`src/rtl/sys_arr_pkg.sv`:
```
// Shared systolic-array types: register-file geometry, writeback request record
// and the writeback grant encoding.
package sys_arr_pkg;

    localparam int DATA_W     = 512;
    localparam int REG_ADDR_W = 8;

    typedef struct packed {
        logic [REG_ADDR_W-1:0] wbdst;
        logic [DATA_W-1:0]     data;
    } wb_req_t;

    typedef enum logic [1:0] {
        GNT_NONE = 2'd0,
        GNT_GSAU = 2'd1,
        GNT_VU   = 2'd2
    } grant_t;

endpackage

```
`src/rtl/gsau_wb_arbiter_if.sv`:
```
// Bundle of GSAU/VU writeback requests, register-file write port and scoreboard
// completion seen by the writeback arbiter.
interface gsau_wb_arbiter_if #(
    parameter int DEPTH = 4
) ();
    import sys_arr_pkg::*;

    logic                    gsau_valid;
    logic [REG_ADDR_W-1:0]   gsau_wbdst;
    logic [DATA_W-1:0]       gsau_data;
    logic                    gsau_ready;

    logic                    vu_valid;
    logic [REG_ADDR_W-1:0]   vu_wbdst;
    logic [DATA_W-1:0]       vu_data;
    logic                    vu_ready;

    logic                    rf_wen;
    logic [REG_ADDR_W-1:0]   rf_waddr;
    logic [DATA_W-1:0]       rf_wdata;
    logic                    rf_stall;

    logic                    sb_done;
    logic [REG_ADDR_W-1:0]   sb_done_dst;

    logic [$clog2(DEPTH):0]  fifo_count;

    modport slave (
        input  gsau_valid, gsau_wbdst, gsau_data,
        output gsau_ready,
        input  vu_valid, vu_wbdst, vu_data,
        output vu_ready,
        output rf_wen, rf_waddr, rf_wdata,
        input  rf_stall,
        output sb_done, sb_done_dst,
        output fifo_count
    );

    modport master (
        output gsau_valid, gsau_wbdst, gsau_data,
        input  gsau_ready,
        output vu_valid, vu_wbdst, vu_data,
        input  vu_ready,
        input  rf_wen, rf_waddr, rf_wdata,
        output rf_stall,
        input  sb_done, sb_done_dst,
        input  fifo_count
    );

endinterface

```
`src/rtl/sync_fifo.sv`:
```
// Single-clock FIFO with synchronous active-low reset; pointers carry one extra
// wrap bit so full and empty are distinguishable without a separate flag.
module sync_fifo #(
    parameter int DEPTH = 4,
    parameter int WIDTH = 8
) (
    input  logic                     CLK,
    input  logic                     nRST,
    input  logic                     push,
    input  logic [WIDTH-1:0]         wdata,
    input  logic                     pop,
    output logic [WIDTH-1:0]         rdata,
    output logic [$clog2(DEPTH):0]   count,
    output logic                     empty
);
    localparam int AW = $clog2(DEPTH);

    logic [WIDTH-1:0] mem [DEPTH];
    logic [AW:0]      wr_ptr;
    logic [AW:0]      rd_ptr;
    logic             full;
    logic             do_push;
    logic             do_pop;

    assign empty   = (wr_ptr == rd_ptr);
    assign full    = (wr_ptr[AW] != rd_ptr[AW]) && (wr_ptr[AW-1:0] == rd_ptr[AW-1:0]);
    assign count   = wr_ptr - rd_ptr;
    assign rdata   = mem[rd_ptr[AW-1:0]];
    assign do_push = push && !full;
    assign do_pop  = pop && !empty;

    always_ff @(posedge CLK) begin
        if (!nRST) begin
            wr_ptr <= '0;
            rd_ptr <= '0;
        end else begin
            if (do_push) wr_ptr <= wr_ptr + (AW+1)'(1);
            if (do_pop)  rd_ptr <= rd_ptr + (AW+1)'(1);
        end
    end

    // Storage needs no reset: entries are only visible between the pointers.
    always_ff @(posedge CLK) begin
        if (nRST && do_push) mem[wr_ptr[AW-1:0]] <= wdata;
    end

endmodule

```
`src/rtl/gsau_wb_arbiter.sv`:
```
// Arbitrates the single register-file write port between buffered GSAU results
// and unbuffered vector-unit writebacks, with a starvation bound for the GSAU.
module gsau_wb_arbiter
    import sys_arr_pkg::*;
#(
    parameter int DEPTH      = 4,
    parameter int STARVE_MAX = 4
) (
    input  logic            CLK,
    input  logic            nRST,
    gsau_wb_arbiter_if.slave bus
);
    localparam int CW = $clog2(DEPTH) + 1;
    localparam int SW = $clog2(STARVE_MAX + 1);
    localparam logic [CW-1:0] FULL_CNT   = CW'(DEPTH);
    localparam logic [SW-1:0] STARVE_LIM = SW'(STARVE_MAX);

    wb_req_t         push_req;
    wb_req_t         head;
    logic [CW-1:0]   count;
    logic            empty;
    logic            push;
    logic            pop;
    grant_t          grant;
    logic [SW-1:0]   starve_cnt;

    assign push_req       = {bus.gsau_wbdst, bus.gsau_data};
    assign bus.gsau_ready = nRST && (count < FULL_CNT);
    assign push           = bus.gsau_valid && bus.gsau_ready;
    assign pop            = (grant == GNT_GSAU);
    assign bus.vu_ready   = (grant == GNT_VU);
    assign bus.fifo_count = count;

    sync_fifo #(
        .DEPTH (DEPTH),
        .WIDTH ($bits(wb_req_t))
    ) u_fifo (
        .CLK   (CLK),
        .nRST  (nRST),
        .push  (push),
        .wdata (push_req),
        .pop   (pop),
        .rdata (head),
        .count (count),
        .empty (empty)
    );

    always_comb begin
        grant = GNT_NONE;
        if (nRST && !bus.rf_stall) begin
            if (!empty && (!bus.vu_valid || starve_cnt == STARVE_LIM))
                grant = GNT_GSAU;
            else if (bus.vu_valid)
                grant = GNT_VU;
        end
    end

    // Stalled cycles neither age nor forgive the GSAU; only real VU wins count.
    always_ff @(posedge CLK) begin
        if (!nRST) begin
            starve_cnt <= '0;
        end else if (empty || grant == GNT_GSAU) begin
            starve_cnt <= '0;
        end else if (grant == GNT_VU && starve_cnt != STARVE_LIM) begin
            starve_cnt <= starve_cnt + SW'(1);
        end
    end

    always_ff @(posedge CLK) begin
        if (!nRST) begin
            bus.rf_wen      <= 1'b0;
            bus.rf_waddr    <= '0;
            bus.rf_wdata    <= '0;
            bus.sb_done     <= 1'b0;
            bus.sb_done_dst <= '0;
        end else begin
            case (grant)
                GNT_GSAU: begin
                    bus.rf_wen      <= 1'b1;
                    bus.rf_waddr    <= head.wbdst;
                    bus.rf_wdata    <= head.data;
                    bus.sb_done     <= 1'b1;
                    bus.sb_done_dst <= head.wbdst;
                end
                GNT_VU: begin
                    bus.rf_wen      <= 1'b1;
                    bus.rf_waddr    <= bus.vu_wbdst;
                    bus.rf_wdata    <= bus.vu_data;
                    bus.sb_done     <= 1'b0;
                end
                default: begin
                    bus.rf_wen      <= 1'b0;
                    bus.sb_done     <= 1'b0;
                end
            endcase
        end
    end

endmodule

```
`src/flat_wrapper.sv`:
```
// flat-port wrapper written by rule: the top's interface ports become plain ports
module gsau_wb_arbiter_flat import sys_arr_pkg::*;
#(
    parameter int DEPTH      = 4,
    parameter int STARVE_MAX = 4
)
  (CLK, nRST, bus_gsau_valid, bus_gsau_wbdst, bus_gsau_data, bus_gsau_ready, bus_vu_valid, bus_vu_wbdst, bus_vu_data, bus_vu_ready, bus_rf_wen, bus_rf_waddr, bus_rf_wdata, bus_rf_stall, bus_sb_done, bus_sb_done_dst, bus_fifo_count);
  gsau_wb_arbiter_if #(.DEPTH(DEPTH)) bus_i ();
  input  logic CLK;
  input  logic nRST;
  input wire logic [$bits(bus_i.gsau_valid)-1:0] bus_gsau_valid;
  input wire logic [$bits(bus_i.gsau_wbdst)-1:0] bus_gsau_wbdst;
  input wire logic [$bits(bus_i.gsau_data)-1:0] bus_gsau_data;
  output wire logic [$bits(bus_i.gsau_ready)-1:0] bus_gsau_ready;
  input wire logic [$bits(bus_i.vu_valid)-1:0] bus_vu_valid;
  input wire logic [$bits(bus_i.vu_wbdst)-1:0] bus_vu_wbdst;
  input wire logic [$bits(bus_i.vu_data)-1:0] bus_vu_data;
  output wire logic [$bits(bus_i.vu_ready)-1:0] bus_vu_ready;
  output wire logic [$bits(bus_i.rf_wen)-1:0] bus_rf_wen;
  output wire logic [$bits(bus_i.rf_waddr)-1:0] bus_rf_waddr;
  output wire logic [$bits(bus_i.rf_wdata)-1:0] bus_rf_wdata;
  input wire logic [$bits(bus_i.rf_stall)-1:0] bus_rf_stall;
  output wire logic [$bits(bus_i.sb_done)-1:0] bus_sb_done;
  output wire logic [$bits(bus_i.sb_done_dst)-1:0] bus_sb_done_dst;
  output wire logic [$bits(bus_i.fifo_count)-1:0] bus_fifo_count;
  assign bus_i.gsau_valid = bus_gsau_valid;
  assign bus_i.gsau_wbdst = bus_gsau_wbdst;
  assign bus_i.gsau_data = bus_gsau_data;
  assign bus_gsau_ready = bus_i.gsau_ready;
  assign bus_i.vu_valid = bus_vu_valid;
  assign bus_i.vu_wbdst = bus_vu_wbdst;
  assign bus_i.vu_data = bus_vu_data;
  assign bus_vu_ready = bus_i.vu_ready;
  assign bus_rf_wen = bus_i.rf_wen;
  assign bus_rf_waddr = bus_i.rf_waddr;
  assign bus_rf_wdata = bus_i.rf_wdata;
  assign bus_i.rf_stall = bus_rf_stall;
  assign bus_sb_done = bus_i.sb_done;
  assign bus_sb_done_dst = bus_i.sb_done_dst;
  assign bus_fifo_count = bus_i.fifo_count;
  gsau_wb_arbiter #(.DEPTH(DEPTH), .STARVE_MAX(STARVE_MAX)) u_core (.CLK(CLK), .nRST(nRST), .bus(bus_i));
endmodule
```
`config.mk`:
```
export PLATFORM = sky130hd
export DESIGN_NAME = gsau_wb_arbiter_flat
export DESIGN_NICKNAME = d
export VERILOG_FILES = /design/src/rtl/sys_arr_pkg.sv /design/src/rtl/gsau_wb_arbiter_if.sv /design/src/rtl/sync_fifo.sv /design/src/rtl/gsau_wb_arbiter.sv /design/src/flat_wrapper.sv
export SDC_FILE = /design/constraint.sdc
export NUM_CORES = 2
export LEC_CHECK = 0
export CAP_MARGIN = 10
export CORE_AREA = 2 2 608 610
export DETAILED_ROUTE_END_ITERATION = 16
export DIE_AREA = 0 0 610 612
export PLACE_DENSITY = 0.52
export SLEW_MARGIN = 0
export SYNTH_ARGS = -nofsm -noshare
export SYNTH_HDL_FRONTEND = slang
export SYNTH_SLANG_ARGS = --single-unit
```
`constraint.sdc`:
```
create_clock -name CLK -period 33 [get_ports CLK]
set_input_delay 8.25 -clock CLK [delete_from_list [all_inputs] [get_ports CLK]]
set_output_delay 8.25 -clock CLK [all_outputs]
set_load 0.1 [all_outputs]
```
==> parameters.txt <==
Parameter                              Value

Outcome
  Outcome ... complete, no violations

Placed design
  Pre-CTS setup slack ... 13.35 ns
  Port buffer count ... 1579
  Placed wire-length estimate ... roughly 240000 µm
  Number of cells after detailed placement ... between 10000 and 15000
  Global placer's final weighted congestion ... between 0.8 and 0.9

Setup path
  Delay contributed by the slowest stage of the critical path ... about 1.3 ns
  Data required time at the worst endpoint ... around 25 ns
  Kind of launch point of the worst setup path ... input pin
  Highest-delay cell along the critical path ... clkdlybuf4s50_1
  Number of gates on the worst path with buffers counted ... 8
  Slack of the worst reg-to-reg path ... 26.51 ns
  Top Family by Delay on Critical Path ... buffers and inverters
  Worst Setup End Kind ... output pin
  Register-to-Register Path Depth ... 11
  Path type of the worst setup path ... input pin to output pin
  Origin of the critical flop-to-flop path ... u_core.u_fifo.wr_ptr[0]
  Buffer and inverter count on the worst path ... 5
  Critical path peak fanout ... 37
  Cells traversed along the worst timing path ... buf_8 -> clkinv_1 -> buf_4 -> nor2_1 -> o211ai_1 -> inv_1 -> ha_4 -> clkdlybuf4s50_1
  End of the worst register-to-register path ... u_core.u_fifo.mem[1][165]
  Critical path arrival ... roughly 11 ns

Routing
  Wire length reported by the detailed router ... 340900 µm
  Average detailed-routed wire length per instance ... between 20 and 30 µm
  Count of routing violations after the opening detailed-route iteration ... 3860
  Via density per instance ... around 4.6
  Number of remaining DRC errors ... 0
  Antenna Violating Nets Remaining ... 0
  Vias after detailed routing ... around 55000
  DR pass1 iterations ... 6

STA
  Peak clock frequency supported by timing ... 0.05081 GHz
  Final setup skew ... a little under 0.06 ns
  Setup repair after global routing missed its margin ... no
  Number of endpoints failing setup at the final stage ... 0
  Headroom to the max-slew limit ... 0.02884
  Worst-margin pin slew ... 1.457 ns
  Minimum clock period after layout ... 19.68 ns
  Pins Over Slew Limit ... 0
  Ratio of final minimum period to clock period ... 0.5964
  TNS Setup ... 0 ns
  Final Hold Violating Endpoints ... 0
  Worst setup slack after layout ... about 13 ns

Power
  Worst ir drop on vdd ... between 0.03 and 0.04 mV
  Share of total power in sequential cells ... 0.467
  Share of total power consumed by net switching ... 0.2595
  Pwr Total ... 7991 µW
  Leakage power ... 0.04048 µW
  Switching power total ... around 2100 µW
  Cell-internal power ... between 5000 and 6000 µW
  Share of power burned in the clock network ... 0.414
  Total power per unit cell area ... 62.14 nW/µm²
  Relative contribution of combinational cells to total power ... 0.119

GRT
  Wire length of the first global-routing pass ... 457800 µm
  Via count of the first global-routing pass ... about 56000
  GRT Total Usage ... 0.1756
  Number of antenna violations at the first check in global routing ... roughly 250
  Maximum number of pins on one net before global-route repair ... 127
  Sum of overflow across all layers after global routing ... 0

Cells and area
  Area Growth Syn to Fin ... 30.71%
  Final nets ... 7820
  Fill cells ... 34590
  Fin cells ... roughly 12000
  Fraction of final layout cells with drive strength greater than 1 ... 0.1565

Logic synthesis
  Synthesized Nets ... slightly above 6000
  Average footprint of a synthesized cell ... between 15 and 20 µm²
  Fraction of synthesis flops using an asynchronous set or reset pin ... 0
  Synthesis Warnings ... 0
  Post-synth design cell area ... about 98000 µm²
  Synth cell types ... 33
  Synthesis-stage register bit count ... 2621
  Primary FF master, synth ... edfxtp_1
  Number of cells produced by synthesis ... 5143
  Register area share after synthesis ... 0.7450
  Post-synth EDFFs ... about 2100

Floorplanning
  Die outline area ... about 370000 µm²
  Area of the core region ... 367200 µm²
  Die X ... between 600 and 700 µm
  Top Ports ... roughly 1600
  Number of placement rows ... roughly 220
  Initial core utilization ... 0.2679
  Die extent in y ... around 610 µm

Clock tree
  Number of buffers on the longest clock path ... 4
  Later-pin clock latency in the skew report ... about 0.90 ns
  Worst-path clk slew ... roughly 0.050 ns
  Number of clock sinks seen by CTS ... 2621
  H-Tree Depth ... 5
  Number of buffers inserted during clock tree synthesis ... between 200 and 300
  Post-CTS setup buffer count ... 0
  Number of gates resized after cts ... 0
  Post-CTS Hold Fix Bufs ... 0
  Root Buffer Master ... clkbuf_16
  TritonCTS clock tree ... built

Hold path
  Terminating pin of the worst hold path ... u_core.bus.sb_done_dst[6]
  Origin of the worst min-delay path ... u_core.bus.sb_done_dst[6]
  Worst min path class ... register to register
  Worst hold path stage count ... 2

Job
  Max-cap violations ... 0
worst register-to-register path, delay by kind of cell, from the launching register on:
family                   cells  cell delay (ns)
AO/OA/AOI/OAI                1             0.20
adder cells (fa/ha/maj)      2             0.71
buffers and inverters        6             3.90
flip-flops                   1             0.39
AND/OR/NAND/NOR              2             0.89
cells in the mapped netlist (all sizes together) (2+ instances only):
library cell / instances / area share
a21oi: 525 / 0.027
and3: 4 / 0.00025
buf: 167 / 0.017
clkbuf: 183 / 0.0070
dfxtp: 541 / 0.11
edfxtp: 2080 / 0.63
ha: 11 / 0.0014
inv: 10 / 0.00038
mux2i: 529 / 0.054
mux4: 520 / 0.12
nand2: 7 / 0.00027
nand3: 6 / 0.00031
nor2: 17 / 0.00065
nor3: 3 / 0.00015
o211ai: 2 / 0.00015
o21ai: 523 / 0.027
xnor2: 3 / 0.00027
xor2: 3 / 0.00027
cells in the final DEF, fill, tap and decap left out, types with 4 or more instances in the layout:
cell type           n
edfxtp_1         2080
clkdlybuf4s50_1  1543
dfxtp_1           539
mux2i_1           529
a21oi_1           525
mux4_2            520
o21ai_0           518
clkbuf_16         305
buf_4             113
clkbuf_1           75
diode_2            64
clkinv_2           48
clkinv_1           38
clkbuf_8           37
nor2_1             17
bufinv_16          17
ha_1               10
inv_1               9
inv_6               9
clkinvlp_4          8
buf_12              8
nand2_1             7
nand3_1             6
o21ai_1             5
clkinv_8            5
clkinv_16           5
inv_16              5
and3_4              4
buf_2               4
power by group through the flow:
| stage | Combinational [µW] | Sequential [µW] | Clock (µW) |
|---|---|---|---|
| 2_1_floorplan | 212 | 4210 | 0 |
| 3_3_place_gp | 953 | 3800 | 0 |
| 3_5_place_dp | 959 | 3800 | 0 |
| 4_1_cts | 962 | 3730 | 3390 |
| 5_1_grt | 990 | 3740 | 3520 |
| 6_report | 951 | 3730 | 3300 |
through the flow:
stage          area, µm²  utilization  hold slack, ns
3_5_place_dp      118600       0.3230          0.4978
3_3_place_gp      118600       0.3230          0.4615
6_report          128600       0.3502          0.5128
2_1_floorplan      98380            -          0.4522
5_1_grt           128500       0.3500          0.5444
4_1_cts           128400       0.3498          0.5048
kinds of logic (layout without fill, tap and decap cells):
logic type               Yosys count  after routing  synth area share
other                              0             64                 0
AND/OR/NAND/NOR                   41             41          0.001921
XOR/XNOR                           6              6         0.0005343
buffers and inverters            361           2235           0.02436
AO/OA/AOI/OAI                   1053           1053           0.05372
adder cells (fa/ha/maj)           12             12          0.001603
multiplexers                    1049           1049            0.1729
flip-flops                      2621           2621            0.7450
flip-flops by register name (all words and copies together) (netlist names), named ones only:
name,flops
u_core.u_fifo.rd_ptr,3
u_core.bus.rf_wen,1
u_core.starve_cnt,3
u_core.bus.sb_done_dst,8
u_core.bus.sb_done,1
u_core.u_fifo.wr_ptr,3
u_core.bus.rf_waddr,8
u_core.u_fifo.mem,2080
u_core.bus.rf_wdata,512
worst max path at each step:
stage                                    endpoint  slack [ns]  from
final                                bus_vu_ready       13.32  nRST
after detailed placement             bus_vu_ready       13.35  nRST
after global placement               bus_vu_ready       13.25  nRST
after global routing                 bus_vu_ready       13.22  nRST
after floorplan           u_core.u_fifo.mem[0][0]       11.53  nRST
after CTS                            bus_vu_ready       13.34  nRST
per-layer routing:
| layer | global-route usage | share of wire |
|---|---|---|
| met1 | 0.1998 | 0.38 |
| met3 | 0.06236 | 0.083 |
| met5 | 0 | 0.0023 |
| met2 | 0.2964 | 0.50 |
| met4 | 0.07746 | 0.038 |
cell type report:
| type | count | area [µm²] | share of cell area |
|---|---|---|---|
| Timing Repair Buffer | 1669 | 16490 | 0.1282 |
| Clock buffer | 417 | 8423 | 0.06551 |
| Tap cell | 4837 | 6052 | 0.04707 |
| Antenna cell | 64 | 160.2 | 0.001246 |
| Inverter | 11 | 48.80 | 0.0003795 |
| Sequential cell | 2621 | 73300 | 0.5700 |
| Clock inverter | 138 | 1393 | 0.01083 |
| Multi-Input combinational cell | 2161 | 22720 | 0.1767 |
Note: power is estimated with default switching activity, not from simulation.
